===== src/rtl/router_reg.sv =====
// router_reg -- datapath register stage on the router input side.
//
// Works beside the router control FSM and is driven by its one-hot state
// strobes. It captures the header byte, steers header/payload/parity bytes
// onto dout for the output FIFOs, parks one byte in hold_q across a
// FIFO-full stall, accumulates packet parity and reports the result.
//
// Ports:
//   clock          in   system clock, rising edge
//   resetn         in   asynchronous active-low reset
//   pkt_valid      in   high for header/payload bytes, low with the parity byte
//   data_in        in   packet byte; header[1:0] = address, header[7:2] = length
//   fifo_full      in   selected output FIFO is full
//   detect_add     in   FSM in DECODE_ADDRESS
//   lfd_state      in   FSM in LOAD_FIRST_DATA
//   ld_state       in   FSM in LOAD_DATA
//   full_state     in   FSM in FIFO_FULL_STATE
//   laf_state      in   FSM in LOAD_AFTER_FULL
//   rst_int_reg    in   FSM in CHECK_PARITY_ERROR
//   parity_done    out  parity byte of the current packet captured
//   low_pkt_valid  out  pkt_valid has fallen for the current packet
//   err            out  computed parity differs from received parity
//   dout           out  byte presented to the output FIFOs
module router_reg #(
  parameter int DATA_WIDTH = 8
) (
  input  logic                  clock,
  input  logic                  resetn,
  input  logic                  pkt_valid,
  input  logic [DATA_WIDTH-1:0] data_in,
  input  logic                  fifo_full,
  input  logic                  detect_add,
  input  logic                  lfd_state,
  input  logic                  ld_state,
  input  logic                  full_state,
  input  logic                  laf_state,
  input  logic                  rst_int_reg,
  output logic                  parity_done,
  output logic                  low_pkt_valid,
  output logic                  err,
  output logic [DATA_WIDTH-1:0] dout
);

  logic [DATA_WIDTH-1:0] dout_q, dout_d;
  logic [DATA_WIDTH-1:0] header_q, header_d;
  logic [DATA_WIDTH-1:0] hold_q, hold_d;
  logic [DATA_WIDTH-1:0] int_par_q, int_par_d;
  logic [DATA_WIDTH-1:0] pkt_par_q, pkt_par_d;
  logic                  par_done_q, par_done_d;
  logic                  low_pv_q, low_pv_d;
  logic                  err_q, err_d;

  logic hdr_cap;
  logic par_byte;

  // Address 3 is not a valid destination, so such a header is ignored.
  assign hdr_cap  = detect_add && pkt_valid && (data_in[1:0] != 2'b11);
  assign par_byte = ld_state && !pkt_valid;

  always_comb begin
    dout_d     = dout_q;
    header_d   = header_q;
    hold_d     = hold_q;
    int_par_d  = int_par_q;
    pkt_par_d  = pkt_par_q;
    par_done_d = par_done_q;
    low_pv_d   = low_pv_q;
    err_d      = err_q;

    if (lfd_state)                  dout_d = header_q;
    else if (ld_state && !fifo_full) dout_d = data_in;
    else if (laf_state)              dout_d = hold_q;

    // A byte arriving while the FIFO is full is parked, not dropped; it is
    // replayed from hold_q in LOAD_AFTER_FULL.
    if (ld_state && fifo_full) hold_d = data_in;

    if (hdr_cap) begin
      header_d  = data_in;
      int_par_d = data_in;
    end else if (ld_state && pkt_valid) begin
      int_par_d = int_par_q ^ data_in;
    end

    if (par_byte) pkt_par_d = data_in;

    // hdr_cap needs pkt_valid high and par_byte needs it low: never both.
    if (hdr_cap)       par_done_d = 1'b0;
    else if (par_byte) par_done_d = 1'b1;

    if (par_byte)                    low_pv_d = 1'b1;
    else if (hdr_cap || rst_int_reg) low_pv_d = 1'b0;

    // The LOAD_AFTER_FULL path compares too, since after a stall on the
    // parity byte the FSM may leave without passing CHECK_PARITY_ERROR.
    if (hdr_cap)
      err_d = 1'b0;
    else if (rst_int_reg || (laf_state && par_done_q))
      err_d = (int_par_q != pkt_par_q);
  end

  always_ff @(posedge clock or negedge resetn) begin
    if (!resetn) begin
      dout_q     <= '0;
      header_q   <= '0;
      hold_q     <= '0;
      int_par_q  <= '0;
      pkt_par_q  <= '0;
      par_done_q <= 1'b0;
      low_pv_q   <= 1'b0;
      err_q      <= 1'b0;
    end else begin
      dout_q     <= dout_d;
      header_q   <= header_d;
      hold_q     <= hold_d;
      int_par_q  <= int_par_d;
      pkt_par_q  <= pkt_par_d;
      par_done_q <= par_done_d;
      low_pv_q   <= low_pv_d;
      err_q      <= err_d;
    end
  end

  assign dout          = dout_q;
  assign parity_done   = par_done_q;
  assign low_pkt_valid = low_pv_q;
  assign err           = err_q;

  // full_state needs no action: every register simply holds.
  logic unused_full;
  assign unused_full = full_state;

endmodule


===== config.mk =====
export PLATFORM = sky130hd
export DESIGN_NAME = router_reg
export DESIGN_NICKNAME = d
export VERILOG_FILES = /design/src/rtl/router_reg.sv
export SDC_FILE = /design/constraint.sdc
export NUM_CORES = 1
export LEC_CHECK = 0
export CORE_UTILIZATION = 36
export CTS_BUF_LIST = sky130_fd_sc_hd__clkbuf_4 sky130_fd_sc_hd__clkbuf_8
export DETAILED_ROUTE_END_ITERATION = 8
export PLACE_DENSITY = 0.64
export SYNTH_ARGS = -nofsm -noshare
export SYNTH_HDL_FRONTEND = slang
export SYNTH_SLANG_ARGS = --single-unit

===== constraint.sdc =====
create_clock -name clock -period 1.19 [get_ports clock]
set_input_delay 0.238 -clock clock [delete_from_list [all_inputs] [get_ports clock]]
set_output_delay 0.238 -clock clock [all_outputs]
set_load 0.005 [all_outputs]

==> impl_metrics.csv, run 1 <==
group,metric,value,unit
setup_path,crit_family,"flip-flops",
synthesis,yosys.cell_types.count,27,
synthesis,yosys_warnings,0,
global_route,grt_first_pass_wirelength,8100,um
sta,finalHoldViolCount,0,
die,die_area,5930,um^2
die,die_y,77.0,um
setup_path,crit_arrival,0.93,ns
clocking,cts.clk_slew.worst_paths,0.08,ns
sta,fmax,855,MHz
synthesis,synth_area_leader_cell,"dfrtp_1",
clocking,cts_buffers,5,
drt,ant_nets,0,
setup_path,worstPathRequired,0.95,ns
die,coreArea,5270,um^2
clocking,cts_max_level,2,
global_route,grt_pass1_vias,1696,
power,p_per_area,1360,nW/um^2
global_route,grt.overflow.total,0,
clocking,cts_tree,"yes",
die,start_util,0.384,
clocking,clk_latency,0.30,ns
finish,diodes,0,
placement,dp_hpwl,3200,um
synthesis,synth.top_cell.area_share,0.531,
synthesis,yosys_register_bits,43,
global_route,grt_max_degree,44,
sta,setup_viol,0,
drt,wl,4690,um
finish,final_cell_mix,"buf_4 (44), dfrtp_1 (43), nand2_1 (23)",
global_route,antenna_found_initial,0,
finish,final_nets,277,
power,irDropWorstVdd,0.491,mV
sta,holdWs,0.432,ns
die,die_x,77.0,um
drt,drc,0,
setup_path,crit_path_max_fanout,2,
global_route,track_usage,0.176,
drt,via_per_inst,5.09,
drt,drt_iter0_markers,115,
sta,fin_crit,1.17,ns
min_path,min_path_type,"input pin to async pin",
clocking,cts-root-buf,"clkbuf_8",
sta,slew_headroom,0.838,
setup_path,crit_chain,"dlygate4sd2_1",
finish,layout_commonest_cell,"buf_4",
run,drv_cap,0,
setup_path,critPathMaxStageDelay,0.37,ns
finish,fillers,494,
placement,io_buffers,27,
outcome,run_status,"finished clean",
synthesis,syn_inst,190,
finish,fin_area,2840,um^2
synthesis,synth_area,2030,um^2
clocking,clock-sinks,43,
finish,drive_gt1_frac,0.312,
sta,final_max_slew_viol_count,0,
clocking,cts_buffer_depth,2,
finish,syn_to_final_growth,40.0,%
power,leakagePower,1.30,nW
drt,wl_per_cell,14.2,um
sta,tightest_slew,0.241,ns
finish,final_util,0.538,
die,placementRows,26,
placement,place.gp.congestion,0.728,
setup_path,crit_path_end_kind,"primary output",
setup_path,worstSetupStartpointType,"flop",
drt,vias,1679,
drt,dr.pass1.iters,4,
sta,fin_skew,0.00338,ns
sta,post-route-period-util,0.983,
power,power,3.86,mW
synthesis,yosysSeqAreaShare,0.531,
synthesis,avgSynthCellArea,10.7,um^2
synthesis,synth.top_cells.by_area,"dfrtp_1 (53%), mux2_2 (7.2%), o21ai_0 (6.2%)",
setup_path,critPathBufInv,1,
setup_path,slowest_stage,"dfrtp_1",
die,ios,29,
setup_path,critPathKind,"flop to primary output",
placement,postPlaceCellArea,2580,um^2
synthesis,syn-num-nets,208,
## synth_stat cells, drive strengths merged
cell    count
mux2       14
buf         7
and3b       5
inv         6
nand2      24
xor2        8
and2        2
dfrtp      43
a32oi       8
a22o        2
a21oi       3
a31oi       4
nor4        2
nand2b      3
o22ai       4
a21o        1
a31o        5
or2         1
o21ai      25
a32o        1
nor2        6
nand4b      5
o31ai       5
clkbuf      6
## timing repair
| item | 4_1_cts | 5_1_grt |
|---|---|---|
| hold buffers | 1 | 0 |
| setup endpoints to repair | 36 | 9 |
| gates resized for setup | 29 | 8 |
| setup buffers | 12 | 2 |
| cloned | 1 | 0 |
| pin swaps | 3 | 0 |
| hold endpoints to repair | 43 | 0 |
## sequential cells by signal, summed over array words and instances (netlist names)
signal / count
err: 1
parity_done: 1
dout: 8
low_pkt_valid: 1
header_q: 8
hold_q: 8
pkt_par_q: 8
int_par_q: 8
## report_power, final
| part | total [mW] | internal [mW] | leakage, nW | switching [mW] |
|---|---|---|---|---|
| sequential | 1.83 | 1.68 | 0.521 | 0.146 |
| combinational | 0.842 | 0.491 | 0.714 | 0.351 |
| clock | 1.18 | 0.679 | 0.0612 | 0.505 |
| total | 3.86 | 2.85 | 1.30 | 1.00 |
## path summary, 6_finish.rpt
path                           endpoint          from  cells past startpoint  slack, ns
min in group clock            hold_q[0]    data_in[0]                      3       0.45
setup / recovery            parity_done   parity_done                      1       0.02
hold / removal              header_q[0]        resetn                      3       0.43
max in group asynchronous  int_par_q[6]        resetn                      3       0.54
setup reg to reg                    err  int_par_q[7]                      3       0.05
hold reg to reg               hold_q[6]     hold_q[6]                      2       0.49
## layout make-up
type / count / area [um^2] / area share
clock inverters: 2 / 35.0 / 0.0124
well taps: 70 / 87.6 / 0.0309
inverters: 6 / 22.5 / 0.00794
flip-flops and latches: 43 / 1080 / 0.380
repair buffers: 74 / 638 / 0.225
multi-input cells: 129 / 893 / 0.315
clock buffers: 6 / 82.6 / 0.0291
## per-layer routing
layer  track usage  part of all wire  routed length, um
met1         0.225              0.47               2180
met2         0.283              0.47               2210
met3        0.0476             0.046                216
met4        0.0660             0.017                 79
met5             0                 0                  0
## stage by stage
step,TNS [ns],setup slack [ns],instances
after CTS,0,0.000600,328
after floorplan,0,0.0322,190
after global placement,-13.46,-0.411,306
after detailed placement,-13.97,-0.434,306
after global routing,-0.00240,-0.00240,330
final,0,0.0202,330
## kinds of logic (layout without fill, tap and decap cells)
kind of cell / Yosys count / in the layout / share of synthesized area
and+or+nand+nor: 48 / 49 / 0.126
AOI/OAI and AO/OA: 58 / 58 / 0.186
buffers and inverters: 19 / 88 / 0.0426
DFF: 43 / 43 / 0.531
muxes: 14 / 14 / 0.0797
xor gates and xnor gates: 8 / 8 / 0.0346
(Power assumes the default switching activity.)
==> inputs of run 2 (changes only) <==
--- a/config.mk
+++ b/config.mk
@@ -5,10 +5,10 @@
 export SDC_FILE = /design/constraint.sdc
 export NUM_CORES = 1
 export LEC_CHECK = 0
-export CORE_UTILIZATION = 36
+export CORE_UTILIZATION = 35
 export CTS_BUF_LIST = sky130_fd_sc_hd__clkbuf_4 sky130_fd_sc_hd__clkbuf_8
 export DETAILED_ROUTE_END_ITERATION = 8
-export PLACE_DENSITY = 0.64
+export PLACE_DENSITY = 0.62
 export SYNTH_ARGS = -nofsm -noshare
 export SYNTH_HDL_FRONTEND = slang
 export SYNTH_SLANG_ARGS = --single-unit
==> run 2 against run 1 <==
  * Largest cell class unchanged
  * Clock-buffer cell count is 1 higher
  * Non-clock buffer count is 7 lower
  * Power is 5.9% lower
  * Register-to-register slack better by 0.03 ns
  * Sequential share of layout area is 0.60 points higher
==> impl_metrics.csv, run 2 (same netlist as run 1, synthesis figures left out) <==
group,metric,value,unit
min_path,min_path_type,"input pin to async pin",
finish,drive_gt1_frac,0.300,
setup_path,worstSetupStartpointType,"flop",
sta,final_max_slew_viol_count,0,
placement,postPlaceCellArea,2550,um^2
sta,fin_crit,1.13,ns
drt,dr.pass1.iters,4,
setup_path,critPathKind,"flop to primary output",
placement,place.gp.congestion,0.722,
drt,wl,4790,um
sta,fin_skew,0.00197,ns
die,coreArea,5540,um^2
global_route,grt.overflow.total,0,
setup_path,crit_path_max_fanout,2,
setup_path,r2r-end,"err",
sta,tightest_slew,0.311,ns
clocking,cts.clk_slew.worst_paths,0.08,ns
clocking,clock-sinks,43,
setup_path,rrSetupSlack,0.08,ns
sta,finalHoldViolCount,0,
setup_path,slowest_stage,"dfrtp_1",
die,die_area,6100,um^2
clocking,clk_latency,0.29,ns
placement,dp_hpwl,3350,um
power,leakagePower,1.27,nW
clocking,cts_tree,"yes",
finish,fillers,525,
setup_path,crit_family,"flip-flops",
global_route,antenna_found_initial,0,
setup_path,worstPathRequired,0.95,ns
clocking,cts-root-buf,"clkbuf_8",
die,die_x,78.1,um
finish,syn_to_final_growth,37.8,%
setup_path,crit_chain,"clkdlybuf4s15_1",
run,drv_cap,0,
global_route,grt_first_pass_wirelength,8270,um
finish,final_nets,270,
clocking,cts_buffer_depth,2,
setup_path,crit_path_end_kind,"primary output",
drt,drc,0,
sta,post-route-period-util,0.951,
drt,drt_iter0_markers,105,
global_route,track_usage,0.178,
drt,vias,1683,
outcome,run_status,"finished clean",
clocking,cts_max_level,2,
setup_path,ff2ff_path_depth,3,
placement,io_buffers,27,
die,start_util,0.366,
setup_path,critPathMaxStageDelay,0.39,ns
drt,wl_per_cell,14.7,um
power,irDropWorstVdd,0.440,mV
global_route,grt_pass1_vias,1714,
drt,via_per_inst,5.18,
drt,ant_nets,0,
finish,fin_area,2790,um^2
die,ios,29,
sta,setup_viol,0,
finish,diodes,0,
finish,layout_commonest_cell,"dfrtp_1",
clocking,cts_buffers,5,
sta,fmax,884,MHz
setup_path,critPathBufInv,1,
setup_path,crit_arrival,0.89,ns
setup_path,r2r-start,"int_par_q[5]",
global_route,grt_max_degree,44,
finish,final_cell_mix,"dfrtp_1 (43), buf_4 (35), nand2_1 (23), o21ai_0 (23), mux2_2 (13)",
power,p_per_area,1300,nW/um^2
die,die_y,78.1,um
sta,holdWs,0.449,ns
sta,slew_headroom,0.793,
die,placementRows,27,
sta,rsz0062_at_grt,"yes",
run 2: changes by cell type in the layout (fill, tap and decap cells not counted), sizes merged:
cell and delta:
bufinv -1, dlymetal6s2s +1, buf -7, clkbuf +1
clkdlybuf4s50 -1
run 2: area by class of cell:
type / count / area (um^2) / share of cell area
flip-flops and latches: 43 / 1080 / 0.385
multi-input cells: 129 / 918 / 0.329
clock inverters: 1 / 5.00 / 0.00179
clock buffers: 7 / 83.8 / 0.0300
well taps: 72 / 90.1 / 0.0323
repair buffers: 67 / 596 / 0.213
inverters: 6 / 22.5 / 0.00807
run 2: how the worst max path moves through the flow:
stage	start	end	slack, ns	cells past startpoint
2_1_floorplan	data_in[0]	header_q[7]	0.03	4
3_3_place_gp	ld_state	int_par_q[7]	-0.42	4
5_1_grt	int_par_q[1]	err	-0.04	3
4_1_cts	dout[6]	dout[6]	0.004	1
3_5_place_dp	ld_state	dout[6]	-0.50	5
6_report	err	err	0.06	1
run 2: where the power goes:
group / leakage, nW / switching, mW / internal [mW]
logic: 0.700 / 0.371 / 0.497
registers: 0.521 / 0.144 / 1.68
clock network: 0.0491 / 0.475 / 0.458
run 2: metrics by stage:
step,TNS [ns],power [mW],utilization,std cells,setup WS [ns]
after floorplan,0,2.23,-,190,0.0322
after global placement,-13.22,2.61,0.461,304,-0.422
after detailed placement,-14.74,2.64,0.461,304,-0.499
after CTS,0,3.62,0.498,324,0.00447
after global routing,-0.0383,3.86,0.504,325,-0.0383
final,0,3.63,0.504,325,0.0582
run 2: timing repair:
action,4_1_cts,5_1_grt
buffers inserted,10,1
hold buffers,1,0
resized for setup,30,12
hold endpoints to repair,43,0
gates cloned,1,0
pin swaps,3,0
setup endpoints to repair,36,12
run 2: routing by layer:
metal	share of wire	wire (um)	up-vias	track usage
li1	-	-	809	-
met1	0.45	2140	823	0.227
met2	0.49	2360	41	0.295
met3	0.043	206	10	0.0465
met4	0.017	79	0	0.0537
met5	0	0	-	0
